<file path="src/rtl/bambu_mem_initiator.sv">
// Single-outstanding memory initiator: accepts one command, drives a read or
// write strobe towards a memory responder until it completes or times out,
// then holds a response until the consumer takes it.
module bambu_mem_initiator #(
    parameter int ADDR_W  = 10,
    parameter int DATA_W  = 8,
    parameter int SIZE_W  = 4,
    parameter int TIMEOUT = 1024
) (
    input  logic              clock,
    input  logic              reset,
    input  logic              cmd_valid,
    output logic              cmd_ready,
    input  logic              cmd_write,
    input  logic [ADDR_W-1:0] cmd_addr,
    input  logic [DATA_W-1:0] cmd_wdata,
    input  logic [SIZE_W-1:0] cmd_size,
    output logic              rsp_valid,
    input  logic              rsp_ready,
    output logic [DATA_W-1:0] rsp_rdata,
    output logic              rsp_error,
    output logic              Mout_oe_ram,
    output logic              Mout_we_ram,
    output logic [ADDR_W-1:0] Mout_addr_ram,
    output logic [DATA_W-1:0] Mout_Wdata_ram,
    output logic [SIZE_W-1:0] Mout_data_ram_size,
    input  logic [DATA_W-1:0] M_Rdata_ram,
    input  logic              M_DataRdy
);

    typedef enum logic [1:0] {
        IDLE = 2'd0,
        REQ  = 2'd1,
        RESP = 2'd2
    } state_t;

    // Counter value seen at the edge that closes the last allowed strobe cycle.
    localparam logic [15:0] LAST_CYCLE = 16'(TIMEOUT - 1);

    state_t            state;
    logic [15:0]       cycle_cnt;
    logic              size_ok;
    logic [DATA_W-1:0] read_mask;

    // Handshake flags are pure decodes of the state register.
    assign cmd_ready = (state == IDLE);
    assign rsp_valid = (state == RESP);

    // Only sizes 1..DATA_W describe a real access.
    assign size_ok = (cmd_size != '0) && (32'(cmd_size) <= 32'(DATA_W));

    // Low 'size' bits set; a shift by DATA_W empties the word, so the full
    // width case falls out as an all-ones mask without a special case.
    assign read_mask = ~({DATA_W{1'b1}} << Mout_data_ram_size);

    // Main FSM: state, timeout counter and every registered output.
    // NOTE: sequential state uses non-blocking assignments only, so every
    // right-hand side below reads the pre-edge value.
    always_ff @(posedge clock or negedge reset) begin
        if (!reset) begin
            // Strobes and the pending response drop immediately; nothing is
            // remembered about an aborted access.
            state              <= IDLE;
            cycle_cnt          <= '0;
            rsp_rdata          <= '0;
            rsp_error          <= 1'b0;
            Mout_oe_ram        <= 1'b0;
            Mout_we_ram        <= 1'b0;
            Mout_addr_ram      <= '0;
            Mout_Wdata_ram     <= '0;
            Mout_data_ram_size <= '0;
        end else begin
            case (state)
                IDLE: begin
                    if (cmd_valid) begin
                        if (size_ok) begin
                            state              <= REQ;
                            cycle_cnt          <= '0;
                            Mout_oe_ram        <= !cmd_write;
                            Mout_we_ram        <= cmd_write;
                            Mout_addr_ram      <= cmd_addr;
                            Mout_Wdata_ram     <= cmd_wdata;
                            Mout_data_ram_size <= cmd_size;
                        end else begin
                            // Bad size: answer with an error, never strobe.
                            state     <= RESP;
                            rsp_error <= 1'b1;
                            rsp_rdata <= '0;
                        end
                    end
                end

                REQ: begin
                    if (M_DataRdy || (cycle_cnt == LAST_CYCLE)) begin
                        // Completion takes priority over an expiring timeout.
                        state              <= RESP;
                        rsp_error          <= !M_DataRdy;
                        rsp_rdata          <= (M_DataRdy && Mout_oe_ram)
                                              ? (M_Rdata_ram & read_mask) : '0;
                        Mout_oe_ram        <= 1'b0;
                        Mout_we_ram        <= 1'b0;
                        Mout_addr_ram      <= '0;
                        Mout_Wdata_ram     <= '0;
                        Mout_data_ram_size <= '0;
                    end else begin
                        cycle_cnt <= cycle_cnt + 16'd1;
                    end
                end

                RESP: begin
                    if (rsp_ready) begin
                        state     <= IDLE;
                        rsp_error <= 1'b0;
                        rsp_rdata <= '0;
                    end
                end

                default: begin
                    state <= IDLE;
                end
            endcase
        end
    end

endmodule
</file>
<file path="config.mk">
export PLATFORM = sky130hd
export DESIGN_NAME = bambu_mem_initiator
export DESIGN_NICKNAME = d
export VERILOG_FILES = /design/src/rtl/bambu_mem_initiator.sv
export SDC_FILE = /design/constraint.sdc
export NUM_CORES = 1
export LEC_CHECK = 0
export ABC_CLOCK_PERIOD_IN_PS = 2600
export BUFFER_PORTS_ARGS = -buffer_cell sky130_fd_sc_hd__buf_2
export CORE_ASPECT_RATIO = 0.75
export CORE_MARGIN = 2
export CORE_UTILIZATION = 36
export CTS_BUF_LIST = sky130_fd_sc_hd__clkbuf_4 sky130_fd_sc_hd__clkbuf_8
export DETAILED_ROUTE_END_ITERATION = 8
export PLACE_DENSITY = 0.71
export REMOVE_ABC_BUFFERS = 1
export SETUP_SLACK_MARGIN = 0.3
export SYNTH_ARGS = -nofsm -noshare
export SYNTH_HDL_FRONTEND = slang
export SYNTH_SLANG_ARGS = --single-unit
</file>
<file path="constraint.sdc">
create_clock -name clock -period 2.6 [get_ports clock]
set_input_delay 0.13 -clock clock [delete_from_list [all_inputs] [get_ports clock]]
set_output_delay 0.13 -clock clock [all_outputs]
set_load 0.02 [all_outputs]
</file>
==> results of run 1 <==
-- state kept, by name, indices dropped and copies added (netlist names) --
register and count:
Mout_addr_ram 10, rsp_rdata 8, Mout_oe_ram 1, Mout_we_ram 1
state 2, Mout_data_ram_size 4, Mout_Wdata_ram 8, rsp_error 1
cycle_cnt 16
-- cell type report --
type	count	area [µm²]
clock inverters	3	22.5
clock buffers	5	68.8
well taps	81	101
fillers	600	3380
inverters	4	15.0
multi-input cells	143	976
repair buffers	74	383
flip-flops and latches	51	1280
-- worst max-delay path by stage --
stage / slack (ns) / from / to / cells after the start
2_1_floorplan: 0.31 / cycle_cnt[13] / Mout_Wdata_ram[0] / 5
4_1_cts: 0.31 / cycle_cnt[13] / cycle_cnt[9] / 5
3_5_place_dp: 0.34 / cycle_cnt[13] / cycle_cnt[9] / 5
5_1_grt: 0.28 / cycle_cnt[13] / Mout_Wdata_ram[7] / 6
6_report: 0.35 / cycle_cnt[13] / Mout_Wdata_ram[7] / 6
3_3_place_gp: 0.39 / cycle_cnt[13] / rsp_error / 4
-- cells in the final DEF, fill, tap and decap left out, types with 5 or more instances in the layout --
| master | netlist | routed |
|---|---|---|
| sky130_fd_sc_hd__a22o_1 | 27 | 27 |
| sky130_fd_sc_hd__clkbuf_8 | 0 | 5 |
| sky130_fd_sc_hd__dfrtp_1 | 51 | 51 |
| sky130_fd_sc_hd__nand2b_1 | 6 | 6 |
| sky130_fd_sc_hd__nand3_1 | 6 | 6 |
| sky130_fd_sc_hd__a32o_1 | 6 | 6 |
| sky130_fd_sc_hd__nor2_1 | 19 | 18 |
| sky130_fd_sc_hd__nand2_1 | 9 | 9 |
| sky130_fd_sc_hd__nor3_1 | 6 | 6 |
| sky130_fd_sc_hd__nand4_1 | 5 | 5 |
| sky130_fd_sc_hd__o21ai_0 | 15 | 15 |
| sky130_fd_sc_hd__buf_2 | 1 | 70 |
-- worst max-delay path: cells and delay by family (launching register included) --
family | cells | cell delay, ns
AOI/OAI and AO/OA | 2 | 0.29
buffers and inverters | 1 | 0.21
and+or+nand+nor | 3 | 1.20
DFF | 1 | 0.44
-- stage by stage --
step / util (%) / power [µW] / worst slack (ns)
CTS: 45.3 / 2800 / 0.315
global route: 45.7 / 2970 / 0.282
global placement: 43.7 / 2320 / 0.394
floorplan: - / 1920 / 0.308
detailed placement: 43.7 / 2320 / 0.339
finish: 45.7 / 2790 / 0.351
-- power by group through the flow --
stage	clock network (µW)	registers [µW]	logic, µW
2_1_floorplan	0	1470	447
3_3_place_gp	0	1240	1080
3_5_place_dp	0	1230	1090
4_1_cts	485	1230	1090
5_1_grt	523	1270	1180
6_report	471	1230	1080
-- repair_timing --
item	in CTS	in global routing
setup endpoints to repair	0	20
hold endpoints to repair	13	0
resized for setup	0	4
buffers inserted	0	0
hold buffers	1	0
-- kinds of logic (layout without fill, tap and decap cells) --
family          Yosys count  after routing  share of synthesized area [%]
simple gates             70             70                           16.5
compound gates           65             65                           21.6
flops                    51             51                           55.6
buf+inv                  12             86                           3.00
xor+xnor                  5              5                           1.91
mux                       2              2                          0.926
fa+ha+maj                 1              1                          0.545
-- synthesized netlist by cell type, types with 2 or more instances --
master,instances
sky130_fd_sc_hd__a32o_1,6
sky130_fd_sc_hd__or3_1,3
sky130_fd_sc_hd__nand2_1,9
sky130_fd_sc_hd__nor3_1,6
sky130_fd_sc_hd__buf_6,3
sky130_fd_sc_hd__nand3_1,6
sky130_fd_sc_hd__or4_4,2
sky130_fd_sc_hd__o21ai_0,15
sky130_fd_sc_hd__nand2b_1,6
sky130_fd_sc_hd__dfrtp_1,51
sky130_fd_sc_hd__a21o_1,4
sky130_fd_sc_hd__nor4_1,3
sky130_fd_sc_hd__nor2_1,19
sky130_fd_sc_hd__a22o_1,27
sky130_fd_sc_hd__a31oi_1,2
sky130_fd_sc_hd__inv_1,4
sky130_fd_sc_hd__a21oi_1,4
sky130_fd_sc_hd__o21a_1,2
sky130_fd_sc_hd__xnor2_1,4
sky130_fd_sc_hd__or2_2,2
sky130_fd_sc_hd__nor2b_1,3
sky130_fd_sc_hd__clkbuf_1,3
sky130_fd_sc_hd__nand4_1,5
-- routing by layer --
metal  up-vias  GRT usage [%]
met5         -              0
met4         0           2.86
met3         4           4.44
met2        62           22.5
met1       919           23.0
li1        915              -
==> impl_results.md, run 1 <==
* Hold crit path type: in2reg
* Required time of the worst setup path at 2.80 ns
* Number of rows created at floorplan at 25
* Number of nets with antenna violations after routing at 0
* Area of the mapped netlist at 0.00230 mm²
* Synth warnings at 0
* Slowest Stage Delay on Critical Path at 0.58 ns
* Maximum fanout along the worst path at 24
* Sequential cell area fraction in the yosys report at 55.6%
* Cell area power density at 980 mW/mm²
* Shortest period the worst path allows at 2.25 ns
* Final setup violating endpoints at 0
* Average cell area after synthesis at 11.1 µm²
* Clock tree from TritonCTS: yes
* Number of clock buffers inserted by TritonCTS at 5
* Synthesis-to-layout area growth at 23.8%
* Number of distinct standard cells referenced by the synthesized netlist at 40
* Area fraction of the dominant cell type after synthesis at 55.6%
* Clock latency reported for the late side of the worst-skew pair at 0.30 ns
* Type of destination of the critical path: register
* Most instantiated flip-flop cell in the synthesis netlist: sky130_fd_sc_hd__dfrtp_1
* Hold Path Sink: rsp_rdata[3]
* Routed metal-1 wire length at 2.55 mm
* Portion of total power attributed to combinational logic at 38.9%
* Endpoint of the worst-slack reg-to-reg timing path: Mout_Wdata_ram[7]
* Worst slew margin relative to its limit at 59.4%
* Number of clock sinks at 51
* Via count of the routed design at 1,900
* TNS Setup at 0 ns
* # H-tree levels at 2
* Ant. Diodes at 0
* Area after DPL at 0.00272 mm²
* Internal power summed over all cells at 1670 µW
* Clock Tree Root: sky130_fd_sc_hd__clkbuf_8
* Worst Skew at 0.00796 ns
* Library cell occupying the most area in the post-synthesis netlist: sky130_fd_sc_hd__dfrtp_1
* Switching power of the nets at 1120 µW
* Clock slew at the register clock pins of the worst setup and hold paths at 0.10 ns
* WL final at 5.07 mm
* Count of final hold-check violations at 0
* Starting utilization of the core area at 36.9%
* Die outline height at 73.2 µm
* Cell seen most often among critical-path stages: sky130_fd_sc_hd__or4_4
* Routed length per instance at 14.0 µm
* Number of synthesized flops with an enable pin at 0
* Timing-limited maximum frequency at 0.445 GHz
* Worst-Margin Slew at 0.609 ns
* Unrepaired setup endpoints after global routing: true
* Global-route usage over all layers at 15.4%
* Input/output buffers at 70
* Met3 wire len at 396 µm
* Register-to-register path setup slack at 0.35 ns
* Maximum number of pins on one net before global-route repair at 39
* Max rail drop VDD at 0.457 mV
* Net count, final at 316
* Fraction of final layout cells sized beyond drive strength 1 at 32.9%
* Finished Layout Cells at 361
* R2R Path Start: cycle_cnt[13]
* Number of global-route vias before repair at 1,794
* Outcome: finished clean
* Initial antenna violation count at 0
* Via-to-Cell Ratio at 5.26
* Total die area at 0.00704 mm²
* Minimum hold slack at 0.0356 ns
* Final count of pins violating max slew at 0
* Max-cap viol count at 0
* Worst setup SP type: register
* First-pass GRT wire length at 8.46 mm
* R2r worst-path depth at 6
* Switching part of the total at 40.0%
* X dimension of the die at 96.2 µm
* Top sig layer: met4
* Asr flop ratio synth at 100%
* Portion of total power attributed to the clock network at 16.9%
* Startpoint of the lowest-slack hold path: M_Rdata_ram[3]
* Cell count after synthesis at 206
* Crit path kind: reg2reg
* Dpl cells at 352
* Cell area after layout at 0.00284 mm²
* Starting DRC count in detailed routing at 85
* Top-level port count at 71
* Leading cell types by total area after synthesis: sky130_fd_sc_hd__dfrtp_1 (56%), sky130_fd_sc_hd__a22o_1 (10%), sky130_fd_sc_hd__o21ai_0 (3.3%)
* Hold depth at 2
* Final global-route overflow total at 0
* Clock Path Buffers at 2
* Yosys reg bits at 51
* Total leakage power at 0.00140 µW
* Metal2 WL at 2.10 mm
* DRC viols at 0
* Final estimated routing congestion in global placement at 0.905
* Final clock period utilization by the worst path at 86.5%
* Crit path cell chain: or4_4, or4_4, o211ai_2, nand2b_1, buf_4, a22o_1
* Max stage delay cell, worst path: sky130_fd_sc_hd__or4_4
* Endpoint arrival time on the critical path at 2.45 ns
* DR pass1 iterations at 4
* Post-DP HPWL at 3.61 mm
* Core area at 0.00622 mm²
* Power share of the sequential group at 44.2%
(Power assumes the default switching activity.)
==> run 2, diff against run 1 <==
--- a/config.mk
+++ b/config.mk
@@ -12,7 +12,6 @@
 export CORE_UTILIZATION = 36
 export CTS_BUF_LIST = sky130_fd_sc_hd__clkbuf_4 sky130_fd_sc_hd__clkbuf_8
 export DETAILED_ROUTE_END_ITERATION = 8
-export PLACE_DENSITY = 0.71
 export REMOVE_ABC_BUFFERS = 1
 export SETUP_SLACK_MARGIN = 0.3
 export SYNTH_ARGS = -nofsm -noshare
==> run 2 against run 1 <==
Final cell count increased by 1.1%. Utilization is 0.74 points higher. First-iteration DRC count rose by 22%. Combinational power about the same. Sequential cell count did not move. Critical path depth unchanged. Largest power group unchanged.
==> impl_results.md, run 2 (synthesis results as in run 1) <==
* Number of global-route vias before repair at 1,784
* Clock Tree Root: sky130_fd_sc_hd__clkbuf_8
* Max-cap viol count at 0
* Total die area at 0.00704 mm²
* Crit path cell chain: or4_4, or4_4, o211ai_2, nand2b_1, buf_4, a22o_1
* DR pass1 iterations at 5
* Input/output buffers at 70
* Final global-route overflow total at 0
* Total leakage power at 0.00144 µW
* Worst-Margin Slew at 0.627 ns
* Buffers & Inverters on Critical Path at 1
* Unrepaired setup endpoints after global routing: false
* Largest registers ranked by flip-flop count: cycle_cnt: 16 flops, Mout_addr_ram: 10 flops
* Endpoint arrival time on the critical path at 2.39 ns
* Endpoint of the worst-slack reg-to-reg timing path: Mout_addr_ram[3]
* Fraction of final layout cells sized beyond drive strength 1 at 33.5%
* Cell type group with the largest total delay on the critical path: simple AND/OR/NAND/NOR gates
* Routed length per instance at 14.4 µm
* Post-DP HPWL at 3.83 mm
* WL final at 5.27 mm
* Combined area of the multi-input logic cells at 966 µm²
* Hold crit path type: in2reg
* Ant. Diodes at 0
* Final count of pins violating max slew at 0
* Worst slew margin relative to its limit at 58.2%
* TNS Setup at 0 ns
* Hold depth at 2
* Max stage delay cell, worst path: sky130_fd_sc_hd__or4_4
* Starting utilization of the core area at 36.9%
* Maximum fanout along the worst path at 24
* Final setup violating endpoints at 0
* Die outline height at 73.2 µm
* Crit path kind: reg2reg
* Type of destination of the critical path: register
* Slowest Stage Delay on Critical Path at 0.55 ns
* Register ranked first by flip-flop count: cycle_cnt
* Via count of the routed design at 1,862
* R2R Path Start: cycle_cnt[10]
* Clock Path Buffers at 2
* Finished Core Util at 46.4%
* Number of rows created at floorplan at 25
* Number of clock sinks at 51
* Startpoint of the lowest-slack hold path: cmd_wdata[7]
* Final estimated routing congestion in global placement at 0.844
* X dimension of the die at 96.2 µm
* Count of final hold-check violations at 0
* Number of flip-flops in the largest register at 16
* Starting DRC count in detailed routing at 104
* Storage cell area at 0.00128 mm²
* Synthesis-to-layout area growth at 25.8%
* Shortest period the worst path allows at 2.20 ns
* Net count, final at 320
* R2r worst-path depth at 6
* Final clock period utilization by the worst path at 84.7%
* Cell seen most often among critical-path stages: sky130_fd_sc_hd__or4_4
* Worst Skew at 0.00975 ns
* Top-level port count at 71
* Hold Path Sink: Mout_Wdata_ram[7]
* Most frequent cells in the layout: sky130_fd_sc_hd__buf_2 (70), sky130_fd_sc_hd__dfrtp_1 (51), sky130_fd_sc_hd__a22o_1 (27)
* Max rail drop VDD at 0.527 mV
* # H-tree levels at 2
* Number of nets with antenna violations after routing at 0
* Global-route usage over all layers at 15.9%
* Core area at 0.00622 mm²
* Timing-limited maximum frequency at 0.454 GHz
* Worst setup slack after placement at 0.347 ns
* Commonest non-fill, non-tap cell in the layout: sky130_fd_sc_hd__buf_2
* Setup WS post-layout at 0.398 ns
* Register-to-register path setup slack at 0.40 ns
* Clock tree from TritonCTS: yes
* Maximum number of pins on one net before global-route repair at 35
* First-pass GRT wire length at 8.69 mm
* Required time of the worst setup path at 2.79 ns
* Worst setup SP type: register
* Clock latency reported for the late side of the worst-skew pair at 0.30 ns
* Number of clock buffers inserted by TritonCTS at 5
* Filler cell count at 606
* Initial antenna violation count at 0
* DRC viols at 0
* Clock slew at the register clock pins of the worst setup and hold paths at 0.09 ns
* Via-to-Cell Ratio at 5.10
* Outcome: finished clean
* Cell area power density at 999 mW/mm²
-- run 2: what timing repair did --
action,in CTS,in global routing
setup endpoints to repair,0,10
hold buffers,1,0
setup buffers,0,1
resized for setup,0,2
endpoints found under the hold margin,17,0
-- run 2: layout make-up --
class / instances / area share (%)
Sequential cell: 51 / 44.2
Multi-Input combinational cell: 143 / 33.4
Timing Repair Buffer: 78 / 14.3
Tap cell: 81 / 3.51
Clock buffer: 6 / 2.86
Clock inverter: 2 / 1.21
Inverter: 4 / 0.520
-- run 2: metal layers --
metal  global-route usage, %  wire [µm]  up-vias
met2                    23.8       2230       51
met3                    3.51        284        6
met5                       0          0        -
li1                        -          -      934
met1                    23.4       2710      871
met4                    3.81         44        0
-- run 2: how the worst max path moves through the flow --
| stage | startpoint | endpoint | cells past startpoint |
|---|---|---|---|
| finish | cycle_cnt[10] | Mout_addr_ram[3] | 6 |
| global route | cycle_cnt[10] | Mout_addr_ram[6] | 6 |
| CTS | cycle_cnt[0] | rsp_rdata[3] | 5 |
| detailed placement | cycle_cnt[0] | rsp_rdata[3] | 5 |
| global placement | cycle_cnt[13] | rsp_error | 4 |
| floorplan | cycle_cnt[13] | Mout_Wdata_ram[0] | 5 |
-- run 2: stage by stage --
stage | area [µm²] | std cells | power [µW] | hold slack (ns)
6_report | 2890 | 365 | 2890 | 0.0409
5_1_grt | 2890 | 365 | 3090 | 0.0206
4_1_cts | 2870 | 364 | 2920 | 0.0345
3_5_place_dp | 2740 | 355 | 2340 | 0.0830
3_3_place_gp | 2740 | 355 | 2330 | 0.0783
2_1_floorplan | 2240 | 198 | 1920 | -0.166
-- run 2: power breakdown --
part	total (µW)	switching (µW)	leakage, µW	internal [µW]
combinational	1090	638	0.000697	450
clock	564	253	0.0000612	312
sequential	1230	204	0.000677	1030
==> run 3, diff against run 2 <==
--- a/config.mk
+++ b/config.mk
@@ -5,7 +5,7 @@
 export SDC_FILE = /design/constraint.sdc
 export NUM_CORES = 1
 export LEC_CHECK = 0
-export ABC_CLOCK_PERIOD_IN_PS = 2600
+export ABC_CLOCK_PERIOD_IN_PS = 2100
 export BUFFER_PORTS_ARGS = -buffer_cell sky130_fd_sc_hd__buf_2
 export CORE_ASPECT_RATIO = 0.75
 export CORE_MARGIN = 2
==> constraint.sdc (replaced) <==
create_clock -name clock -period 2.1 [get_ports clock]
set_input_delay 0.105 -clock clock [delete_from_list [all_inputs] [get_ports clock]]
set_output_delay 0.105 -clock clock [all_outputs]
set_load 0.02 [all_outputs]
==> run 3 against run 2 <==
Sequential power is 24% higher. Sequential cell count stayed put. Final cell count is 4.9% higher. Utilization is 3.9 points higher. Largest power group unchanged.
==> impl_results.md, run 3 (synthesis results as in run 1) <==
* Outcome: finished clean
* Top-level port count at 71
* Clock Tree Root: sky130_fd_sc_hd__clkbuf_8
* Global-route usage over all layers at 17.3%
* Number of clock sinks at 51
* Endpoint arrival time on the critical path at 2.26 ns
* Number of flip-flops in the largest register at 16
* Fraction of final layout cells sized beyond drive strength 1 at 41.1%
* Total die area at 0.00704 mm²
* Cell type group with the largest total delay on the critical path: simple AND/OR/NAND/NOR gates
* Met3 usage in global routing at 3.10%
* Number of nets with antenna violations after routing at 0
* Largest registers ranked by flip-flop count: cycle_cnt: 16 flops, Mout_addr_ram: 10 flops
* Crit path kind: reg2reg
* Critical path startpoint: cycle_cnt[13]
* Filler cell count at 613
* Register ranked first by flip-flop count: cycle_cnt
* First-pass GRT wire length at 9.18 mm
* Number of global-route vias before repair at 1,820
* Routed length per instance at 14.8 µm
* Ant. Diodes at 0
* DRC viols at 0
* Cell seen most often among critical-path stages: sky130_fd_sc_hd__or4_4
* Total leakage power at 0.00153 µW
* Via count of the routed design at 1,983
* Required time of the worst setup path at 2.30 ns
* R2r worst-path depth at 6
* Final count of pins violating max slew at 0
* Worst-Margin Slew at 0.528 ns
* Maximum fanout along the worst path at 12
* Worst slew margin relative to its limit at 64.8%
* Worst Skew at 0.0107 ns
* X dimension of the die at 96.2 µm
* Synthesis-to-layout area growth at 36.5%
* Commonest non-fill, non-tap cell in the layout: sky130_fd_sc_hd__buf_2
* Starting DRC count in detailed routing at 101
* Critical path destination: Mout_Wdata_ram[3]
* R2R Path Start: cycle_cnt[13]
* DR pass1 iterations at 4
* Clock latency reported for the late side of the worst-skew pair at 0.31 ns
* Hold crit path type: in2reg
* Register-to-register path setup slack at 0.04 ns
* Setup WS post-layout at 0.0365 ns
* Area after DPL at 0.00286 mm²
* Most frequent cells in the layout: sky130_fd_sc_hd__buf_2 (70), sky130_fd_sc_hd__dfrtp_1 (50), sky130_fd_sc_hd__a22o_1 (27)
* GR peak layer: met1
* Post-DP HPWL at 3.98 mm
* Type of destination of the critical path: register
* Minimum hold slack at 0.0103 ns
* Shortest period the worst path allows at 2.06 ns
* Number of clock buffers inserted by TritonCTS at 5
* Finished Core Util at 50.3%
* Final estimated routing congestion in global placement at 0.841
* Cell area power density at 1160 mW/mm²
* Maximum number of pins on one net before global-route repair at 26
* Total stage count of the critical path at 6
* Number of rows created at floorplan at 25
* Buffers & Inverters on Critical Path at 1
* Initial antenna violation count at 0
* Core area at 0.00622 mm²
* Unrepaired setup endpoints after global routing: true
* Endpoint of the worst-slack reg-to-reg timing path: Mout_Wdata_ram[3]
* Via-to-Cell Ratio at 5.18
* WL final at 5.66 mm
* Max rail drop VDD at 0.521 mV
* Max-cap viol count at 0
* Timing-limited maximum frequency at 0.485 GHz
* Worst setup SP type: register
* Final clock period utilization by the worst path at 98.3%
* Clock Path Buffers at 2
* Count of final hold-check violations at 0
* Input/output buffers at 70
* Die outline height at 73.2 µm
* Clock slew at the register clock pins of the worst setup and hold paths at 0.10 ns
* Slowest Stage Delay on Critical Path at 0.53 ns
* Final setup violating endpoints at 0
* Starting utilization of the core area at 36.9%
* Worst setup slack after placement at -0.124 ns
* Cell area after layout at 0.00313 mm²
* Routing usage on met2 at 25.4%
* Crit path cell chain: or4_4, or4_4, o211ai_2, nand2b_4, buf_12, a22o_1
* Final global-route overflow total at 0
* Total power draw at 3650 µW
* Net count, final at 338
* # H-tree levels at 2
* Max stage delay cell, worst path: sky130_fd_sc_hd__or4_4
* Clock tree from TritonCTS: yes
* Met1 Usage GRT at 25.6%
==> run 3: metrics by stage <==
step,setup TNS [ns],cells
finish,0,383
detailed placement,-1.12,369
floorplan,-4.67,198
global route,-0.0910,383
global placement,-0.381,369
CTS,0,382
==> run 3: worst min path at each step <==
| stage | slack, ns | end | cells past startpoint | startpoint |
|---|---|---|---|---|
| 5_1_grt | 0.003 | rsp_rdata[3] | 2 | M_Rdata_ram[3] |
| 3_5_place_dp | 0.13 | cycle_cnt[8] | 1 | reset |
| 6_report | 0.01 | Mout_addr_ram[0] | 2 | cmd_addr[0] |
| 3_3_place_gp | 0.13 | cycle_cnt[8] | 1 | reset |
| 4_1_cts | 0.004 | Mout_Wdata_ram[2] | 2 | cmd_wdata[2] |
| 2_1_floorplan | -0.19 | Mout_Wdata_ram[0] | 0 | reset |
==> run 3: area by class of cell <==
class	instances	area [µm²]	area share (%)
tap	81	101	3.23
inverter	4	15.0	0.479
multi-input combinational	143	1050	33.7
clock buffer	5	68.8	2.20
timing repair buffer	96	592	18.9
clock inverter	3	23.8	0.759
sequential	51	1280	40.8
==> run 3: report_power, final <==
part / internal [µW] / total [µW] / switching (µW)
sequential: 1270 / 1530 / 259
combinational: 679 / 1530 / 853
clock: 239 / 584 / 346
total: 2190 / 3650 / 1460
==> run 3: metal layers <==
layer | share of wire [%] | up-vias
met5 | 0 | -
met4 | 1.5 | 0
met3 | 5.6 | 7
met2 | 45 | 59
met1 | 48 | 953
li1 | - | 964
==> run 3: what timing repair did <==
item / 4_1_cts / 5_1_grt
buffers inserted: 3 / 1
hold buffers: 1 / 0
cloned: 1 / 0
resized for setup: 19 / 10
endpoints found under the hold margin: 23 / 0
pin swaps: 4 / 3
setup endpoints to repair: 49 / 51
